--- config.mk ---
export PLATFORM = sky130hd
export DESIGN_NAME = imem_loader_flat
export DESIGN_NICKNAME = d
export VERILOG_FILES = /design/src/rtl/imem_loader_pkg.sv /design/src/rtl/imem_loader_if.sv /design/src/rtl/imem_loader_word_assembler.sv /design/src/rtl/imem_loader.sv /design/src/flat_wrapper.sv
export SDC_FILE = /design/constraint.sdc
export NUM_CORES = 1
export LEC_CHECK = 0
export BUFFER_PORTS_ARGS = -buffer_cell sky130_fd_sc_hd__buf_2
export CORE_MARGIN = 2
export CORE_UTILIZATION = 35
export DETAILED_ROUTE_END_ITERATION = 12
export GPL_TIMING_DRIVEN = 0
export PLACE_DENSITY_LB_ADDON = 0.2
export SKIP_LAST_GASP = 1
export SYNTH_ARGS = -nofsm -noshare
export SYNTH_HDL_FRONTEND = slang
export SYNTH_SLANG_ARGS = --single-unit
--- constraint.sdc ---
create_clock -name clk -period 2 [get_ports clk]
set_input_delay 0.1 -clock clk [delete_from_list [all_inputs] [get_ports clk]]
set_output_delay 0.1 -clock clk [all_outputs]
set_load 0.05 [all_outputs]
--- src/rtl/imem_loader_pkg.sv ---
// rtl/imem_loader_pkg.sv - shared constants and state encoding for the instruction-memory loader
// Optional build: IMEM_LOADER_CHECKSUM_EN adds the CHECK state.
package imem_loader_pkg;
  localparam int ADDR_W         = 6;
  localparam int DEPTH          = 2 ** ADDR_W;
  localparam int BYTES_PER_WORD = 4;

  typedef enum logic [2:0] {
    IDLE  = 3'd0,
    RECV  = 3'd1,
    WRITE = 3'd2,
`ifdef IMEM_LOADER_CHECKSUM_EN
    CHECK = 3'd3,
`endif
    DONE  = 3'd4
  } state_e;
endpackage

--- src/rtl/imem_loader_if.sv ---
// rtl/imem_loader_if.sv - load-request, byte-stream and memory-write signals of the loader
interface imem_loader_if #(
  parameter int ADDR_W = imem_loader_pkg::ADDR_W
);
  logic              start;
  logic [ADDR_W:0]   load_len;
  logic              in_valid;
  logic [7:0]        in_byte;
  logic              in_ready;
  logic              wr_en;
  logic [ADDR_W-1:0] wr_addr;
  logic [31:0]       wr_data;
  logic              cpu_hold;
  logic              busy;
  logic              done;
  logic              err;

  modport master (
    output start, load_len, in_valid, in_byte,
    input  in_ready, wr_en, wr_addr, wr_data, cpu_hold, busy, done, err
  );

  modport slave (
    input  start, load_len, in_valid, in_byte,
    output in_ready, wr_en, wr_addr, wr_data, cpu_hold, busy, done, err
  );
endinterface

--- src/rtl/imem_loader_word_assembler.sv ---
// rtl/imem_loader_word_assembler.sv - packs bytes MSB-first into 32-bit words
// word_full_o flags the shift that completes the current word.
module word_assembler
  import imem_loader_pkg::*;
(
  input  logic        clk,
  input  logic        reset,
  input  logic        clr_i,
  input  logic        shift_i,
  input  logic [7:0]  byte_i,
  output logic [31:0] word_o,
  output logic        word_full_o
);
  logic [31:0] word_q, word_d;
  logic [1:0]  cnt_q, cnt_d;

  always_comb begin
    word_d = word_q;
    cnt_d  = cnt_q;
    if (clr_i) begin
      cnt_d = '0;
    end else if (shift_i) begin
      word_d = {word_q[23:0], byte_i};
      cnt_d  = cnt_q + 2'd1;
    end
  end

  always_ff @(posedge clk) begin
    if (reset) begin
      word_q <= '0;
      cnt_q  <= '0;
    end else begin
      word_q <= word_d;
      cnt_q  <= cnt_d;
    end
  end

  assign word_o      = word_q;
  assign word_full_o = shift_i && (cnt_q == 2'(BYTES_PER_WORD - 1));
endmodule

--- src/rtl/imem_loader.sv ---
// rtl/imem_loader.sv - streams bytes into instruction memory while holding the CPU in reset
// Optional build: IMEM_LOADER_CHECKSUM_EN verifies a trailing XOR checksum byte.
module imem_loader
  import imem_loader_pkg::*;
#(
  parameter int ADDR_W = imem_loader_pkg::ADDR_W
) (
  input  logic        clk,
  input  logic        reset,
  imem_loader_if.slave bus
);
  state_e            state_q;
  logic [ADDR_W-1:0] idx_q;
  logic [ADDR_W:0]   len_q;
  logic              in_ready_q;
  logic              wr_en_q;
  logic              cpu_hold_q;
  logic              busy_q;
  logic              done_q;

  logic              accept;
  logic              data_accept;
  logic              clr_cnt;
  logic              last_word;
  logic              word_full;
  logic [31:0]       word;

  assign accept      = bus.in_valid && in_ready_q;
  assign data_accept = accept && (state_q == RECV);
  assign clr_cnt     = (state_q == IDLE) && bus.start;
  assign last_word   = ({1'b0, idx_q} == (len_q - (ADDR_W + 1)'(1)));

  word_assembler u_asm (
    .clk         (clk),
    .reset       (reset),
    .clr_i       (clr_cnt),
    .shift_i     (data_accept),
    .byte_i      (bus.in_byte),
    .word_o      (word),
    .word_full_o (word_full)
  );

`ifdef IMEM_LOADER_CHECKSUM_EN
  logic [7:0] xor_q;
  logic       err_q;
`endif

  always_ff @(posedge clk) begin
    if (reset) begin
      state_q    <= IDLE;
      idx_q      <= '0;
      len_q      <= '0;
      in_ready_q <= 1'b0;
      wr_en_q    <= 1'b0;
      cpu_hold_q <= 1'b0;
      busy_q     <= 1'b0;
      done_q     <= 1'b0;
`ifdef IMEM_LOADER_CHECKSUM_EN
      xor_q      <= '0;
      err_q      <= 1'b0;
`endif
    end else begin
      wr_en_q <= 1'b0;
      done_q  <= 1'b0;
      case (state_q)
        IDLE: begin
          if (bus.start) begin
            idx_q      <= '0;
            len_q      <= bus.load_len;
            cpu_hold_q <= 1'b1;
            busy_q     <= 1'b1;
`ifdef IMEM_LOADER_CHECKSUM_EN
            xor_q      <= '0;
            err_q      <= 1'b0;
`endif
            if (bus.load_len == '0) begin
              state_q <= DONE;
              done_q  <= 1'b1;
            end else begin
              state_q    <= RECV;
              in_ready_q <= 1'b1;
            end
          end
        end
        RECV: begin
          if (data_accept) begin
`ifdef IMEM_LOADER_CHECKSUM_EN
            xor_q <= xor_q ^ bus.in_byte;
`endif
            if (word_full) begin
              state_q    <= WRITE;
              in_ready_q <= 1'b0;
              wr_en_q    <= 1'b1;
            end
          end
        end
        WRITE: begin
          idx_q <= idx_q + ADDR_W'(1);
          if (last_word) begin
`ifdef IMEM_LOADER_CHECKSUM_EN
            state_q    <= CHECK;
            in_ready_q <= 1'b1;
`else
            state_q <= DONE;
            done_q  <= 1'b1;
`endif
          end else begin
            state_q    <= RECV;
            in_ready_q <= 1'b1;
          end
        end
`ifdef IMEM_LOADER_CHECKSUM_EN
        CHECK: begin
          if (accept) begin
            err_q      <= (bus.in_byte != xor_q);
            state_q    <= DONE;
            in_ready_q <= 1'b0;
            done_q     <= 1'b1;
          end
        end
`endif
        DONE: begin
          state_q    <= IDLE;
          cpu_hold_q <= 1'b0;
          busy_q     <= 1'b0;
        end
        default: begin
          state_q    <= IDLE;
          in_ready_q <= 1'b0;
          cpu_hold_q <= 1'b0;
          busy_q     <= 1'b0;
        end
      endcase
    end
  end

  // The assembler holds the finished word untouched while WRITE is active.
  assign bus.in_ready = in_ready_q;
  assign bus.wr_en    = wr_en_q;
  assign bus.wr_addr  = idx_q;
  assign bus.wr_data  = word;
  assign bus.cpu_hold = cpu_hold_q;
  assign bus.busy     = busy_q;
  assign bus.done     = done_q;
`ifdef IMEM_LOADER_CHECKSUM_EN
  assign bus.err      = err_q;
`else
  assign bus.err      = 1'b0;
`endif
endmodule

--- src/flat_wrapper.sv ---
// flat-port wrapper written by rule: the top's interface ports become plain ports
module imem_loader_flat import imem_loader_pkg::*;
#(
  parameter int ADDR_W = imem_loader_pkg::ADDR_W
)
  (clk, reset, bus_start, bus_load_len, bus_in_valid, bus_in_byte, bus_in_ready, bus_wr_en, bus_wr_addr, bus_wr_data, bus_cpu_hold, bus_busy, bus_done, bus_err);
  imem_loader_if #(.ADDR_W(ADDR_W)) bus_i ();
  input  logic clk;
  input  logic reset;
  input wire logic [$bits(bus_i.start)-1:0] bus_start;
  input wire logic [$bits(bus_i.load_len)-1:0] bus_load_len;
  input wire logic [$bits(bus_i.in_valid)-1:0] bus_in_valid;
  input wire logic [$bits(bus_i.in_byte)-1:0] bus_in_byte;
  output wire logic [$bits(bus_i.in_ready)-1:0] bus_in_ready;
  output wire logic [$bits(bus_i.wr_en)-1:0] bus_wr_en;
  output wire logic [$bits(bus_i.wr_addr)-1:0] bus_wr_addr;
  output wire logic [$bits(bus_i.wr_data)-1:0] bus_wr_data;
  output wire logic [$bits(bus_i.cpu_hold)-1:0] bus_cpu_hold;
  output wire logic [$bits(bus_i.busy)-1:0] bus_busy;
  output wire logic [$bits(bus_i.done)-1:0] bus_done;
  output wire logic [$bits(bus_i.err)-1:0] bus_err;
  assign bus_i.start = bus_start;
  assign bus_i.load_len = bus_load_len;
  assign bus_i.in_valid = bus_in_valid;
  assign bus_i.in_byte = bus_in_byte;
  assign bus_in_ready = bus_i.in_ready;
  assign bus_wr_en = bus_i.wr_en;
  assign bus_wr_addr = bus_i.wr_addr;
  assign bus_wr_data = bus_i.wr_data;
  assign bus_cpu_hold = bus_i.cpu_hold;
  assign bus_busy = bus_i.busy;
  assign bus_done = bus_i.done;
  assign bus_err = bus_i.err;
  imem_loader #(.ADDR_W(ADDR_W)) u_core (.clk(clk), .reset(reset), .bus(bus_i));
endmodule
==> summary.txt <==
Outcome
  • Status: completed

Clock tree
  • Clk sinks: 54
  • Htree depth: 2
  • Post-CTS Setup Bufs: 0
  • Clock slew at reported path FFs: roughly 0.09 ns
  • Clk buf depth: 2
  • Clock root buffer: clkbuf_8
  • Hold buffer count at CTS: 0
  • Post_cts resized: 0
  • CTS tree: built
  • Worst skew pair latency: 0.31 ns
  • Total CTS buffers: 5

Timing
  • Fin crit period: 1.81 ns
  • Final period utilization: 90.3%
  • Slew @ Worst Pin: 0.598 ns
  • RSZ-0062 raised after global routing: no
  • Fin. Hold Viols: 0
  • Sum of negative setup slack: 0 ns
  • Max Fclk: around 0.55 GHz
  • Rel. slew slack: about three fifths
  • Clock Skew: approximately 0.0078 ns
  • Final Setup Violations: 0
  • Worst hold slack: between 0.015 and 0.02 ns
  • Slew Limit Fails: 0

Logic synthesis
  • Synthesized cell area: about 2300 sq um
  • Post-synth EDFFs: 0
  • Count leader, synth: nand2_1
  • Top_reg_cell synth: dfxtp_1
  • Netlist cell types: 40
  • Ys async rst share: 0%
  • Synth Area per Inst: 7.94 sq um
  • Register bit total from synthesis: 54
  • Seq/Total Area, Yosys: 47.6%
  • Post-Syn Nets: 308
  • Leading post-synthesis cells by cell area: dfxtp_1 48%, nand2_1 14%, a21oi_1 9.5%, nor2_1 2.3%, nor3_1 2.2%
  • Dominant cell type by area after synthesis: dfxtp_1
  • Synth top area share: 47.6%
  • Post-Synthesis Cells: 286
  • YS warnings: 0
  • Commonest cells in the netlist: 85 x nand2_1, 54 x dfxtp_1, 43 x a21oi_1

Finish
  • Post-layout instance count excluding filler cells: 430
  • N_diodes: 0
  • Number of fill cells: 686
  • Final Cell Area: ~2800 sq um
  • Layout area overhead: 22.2%
  • Util after Layout: a little over two fifths
  • FF/Latch Area: 1080 sq um
  • Nets: roughly 380
  • Multi-input gate area: ~1100 sq um
  • Fraction of layout cells with a size suffix above 1: 22.4%

Worst hold path
  • Hold Crit Class: in2reg

Worst setup path
  • CP arrival: just under 2 ns
  • CP Cell Sequence: inv_1 > ha_1 > xnor2_1 > a2111oi_4 > and3_2 > a311oi_2
  • Worst Path Class, Setup: reg2reg
  • Crit-path leading delay family: compound AO/OA/AOI/OAI gates
  • Buf/Inv on CP: 1
  • CP peak stage delay: 0.41 ns
  • CP Capture Type: flop
  • CP Max Fanout: 5
  • Req. time, crit path: 2.17 ns
  • CP max stage cell: dfxtp_1
  • Startpoint types: flop

Place
  • Placed instance count: 423
  • Dpl hpwl: 4190 microns
  • Area after DPL: roughly 2700 sq um
  • # port buffers: 60
  • GP Congestion: 0.807

Floorplan
  • Initial Util: a little over a third
  • Die Span Y: 84.6 microns
  • IO Pins: 63
  • Core Region: 6310 sq um
  • Row Count: 29
  • Die width: 84.6 microns
  • Full die area: 7150 sq um

Power
  • Pwr dens: 724 nW/um^2
  • Worst vdd ir: between 300 and 400 uV
  • Pleak: 0.00113 uW

GRT
  • Largest net degree at the start of global routing: 17
  • Initial antenna violation count: 0
  • First-pass GRT wire length: approximately 9400 microns
  • Global route overflow: 0
  • GR Util All Layers: between 15 and 20%
  • Vias in the first global route: 1871

Drt
  • ANT nets after route: 0
  • Total wire length: 5730 microns
  • Via-to-Cell Ratio: 4.90
  • Number of iterations in the first detailed-routing pass: 4
  • Residual DRC count: 0
  • Routed length per instance: about 13 microns
  • 1st-iter DRT viols: 101
  • Vias post-DR: 2106

Run
  • Max Cap Viol: 0
-- worst paths after layout --
kind | to | startpoint | depth (start not counted) | slack [ns]
setup reg to reg | u_core.bus.in_ready$_SDFFE_PP0P_ | u_core.len_q[0]$_SDFFE_PP0P_ | 6 | 0.19
hold reg to reg | u_core.u_asm.word_o[25]$_SDFFE_PP0P_ | u_core.u_asm.word_o[25]$_SDFFE_PP0P_ | 2 | 0.46
hold / removal | u_core.u_asm.word_o[2]$_SDFFE_PP0P_ | bus_in_byte[2] | 3 | 0.02
setup / recovery | u_core.bus.in_ready$_SDFFE_PP0P_ | u_core.len_q[0]$_SDFFE_PP0P_ | 6 | 0.19
-- cell families (layout without fill, tap and decap cells) --
| family | Yosys count | in the layout | share of synthesized area (%) |
|---|---|---|---|
| flops | 54 | 54 | 47.6 |
| fa+ha+maj | 3 | 3 | 1.65 |
| compound gates | 59 | 59 | 15.9 |
| mux | 1 | 1 | 0.441 |
| simple gates | 136 | 136 | 26.3 |
| buf+inv | 22 | 89 | 4.13 |
| other cells | 1 | 1 | 0.165 |
| xor+xnor | 10 | 10 | 3.85 |
-- where the power goes --
group | internal (uW) | switching, uW
registers | 1090 | 14.4
clock network | 369 | 351
logic | 64.4 | 123
total | 1520 | 488
-- registers in the layout, indices dropped and copies added, names as in the netlist --
signal               cells
u_core.u_asm.cnt_q       2
u_core.len_q             7
u_core.bus.in_ready      1
u_core.bus.done          1
u_core.bus.wr_en         1
u_core.u_asm.word_o     32
u_core.state_q           3
u_core.bus.cpu_hold      1
u_core.bus.wr_addr       6
-- worst register-to-register path, stage by stage, from the launching register on --
cell       delay (ns)
dfxtp_1          0.41
inv_1            0.08
ha_1             0.32
xnor2_1          0.16
a2111oi_4        0.36
and3_2           0.26
a311oi_2         0.09
-- routing by layer --
metal | vias up | wire length, microns | GRT usage (%)
li1 | 1094 | - | -
met1 | 950 | 2900 | 24.2
met2 | 56 | 2410 | 23.9
met3 | 6 | 350 | 3.15
met4 | 0 | 72 | 4.91
met5 | - | 0 | 0
-- layout by cell type, fill, tap and decap left out, types with 2 or more instances in the layout --
cell and count:
a211oi_1 2, a21o_1 2, a21oi_1 43, a31oi_1 2, buf_1 3, buf_2 63, buf_4 2, clkbuf_1 11
clkbuf_8 5, dfxtp_1 54, ha_1 3, inv_1 3, nand2_1 85, nand2b_1 2, nand3_1 7, nand4_1 4
nor2_1 14, nor3_1 10, nor4_1 4, o21ai_0 2, or2_2 2, xnor2_1 5, xor2_1 5
-- metrics by stage --
| stage | worst slack [ns] | power (uW) |
|---|---|---|
| after floorplan | 0.147 | 1260 |
| after global placement | 0.263 | 1310 |
| after detailed placement | 0.219 | 1320 |
| after CTS | 0.172 | 2040 |
| after global routing | 0.0898 | 2100 |
| final | 0.195 | 2010 |
-- layout make-up --
class                   count  share of cell area [%]
clock buffers               5                    2.48
multi-input cells         210                    39.5
well taps                  77                    3.47
flip-flops and latches     54                    38.9
repair buffers             60                    10.8
clock inverters             2                    1.40
inverters                   3                   0.406
plain buffers              19                    2.97
Power figures use the tool's default switching activity.
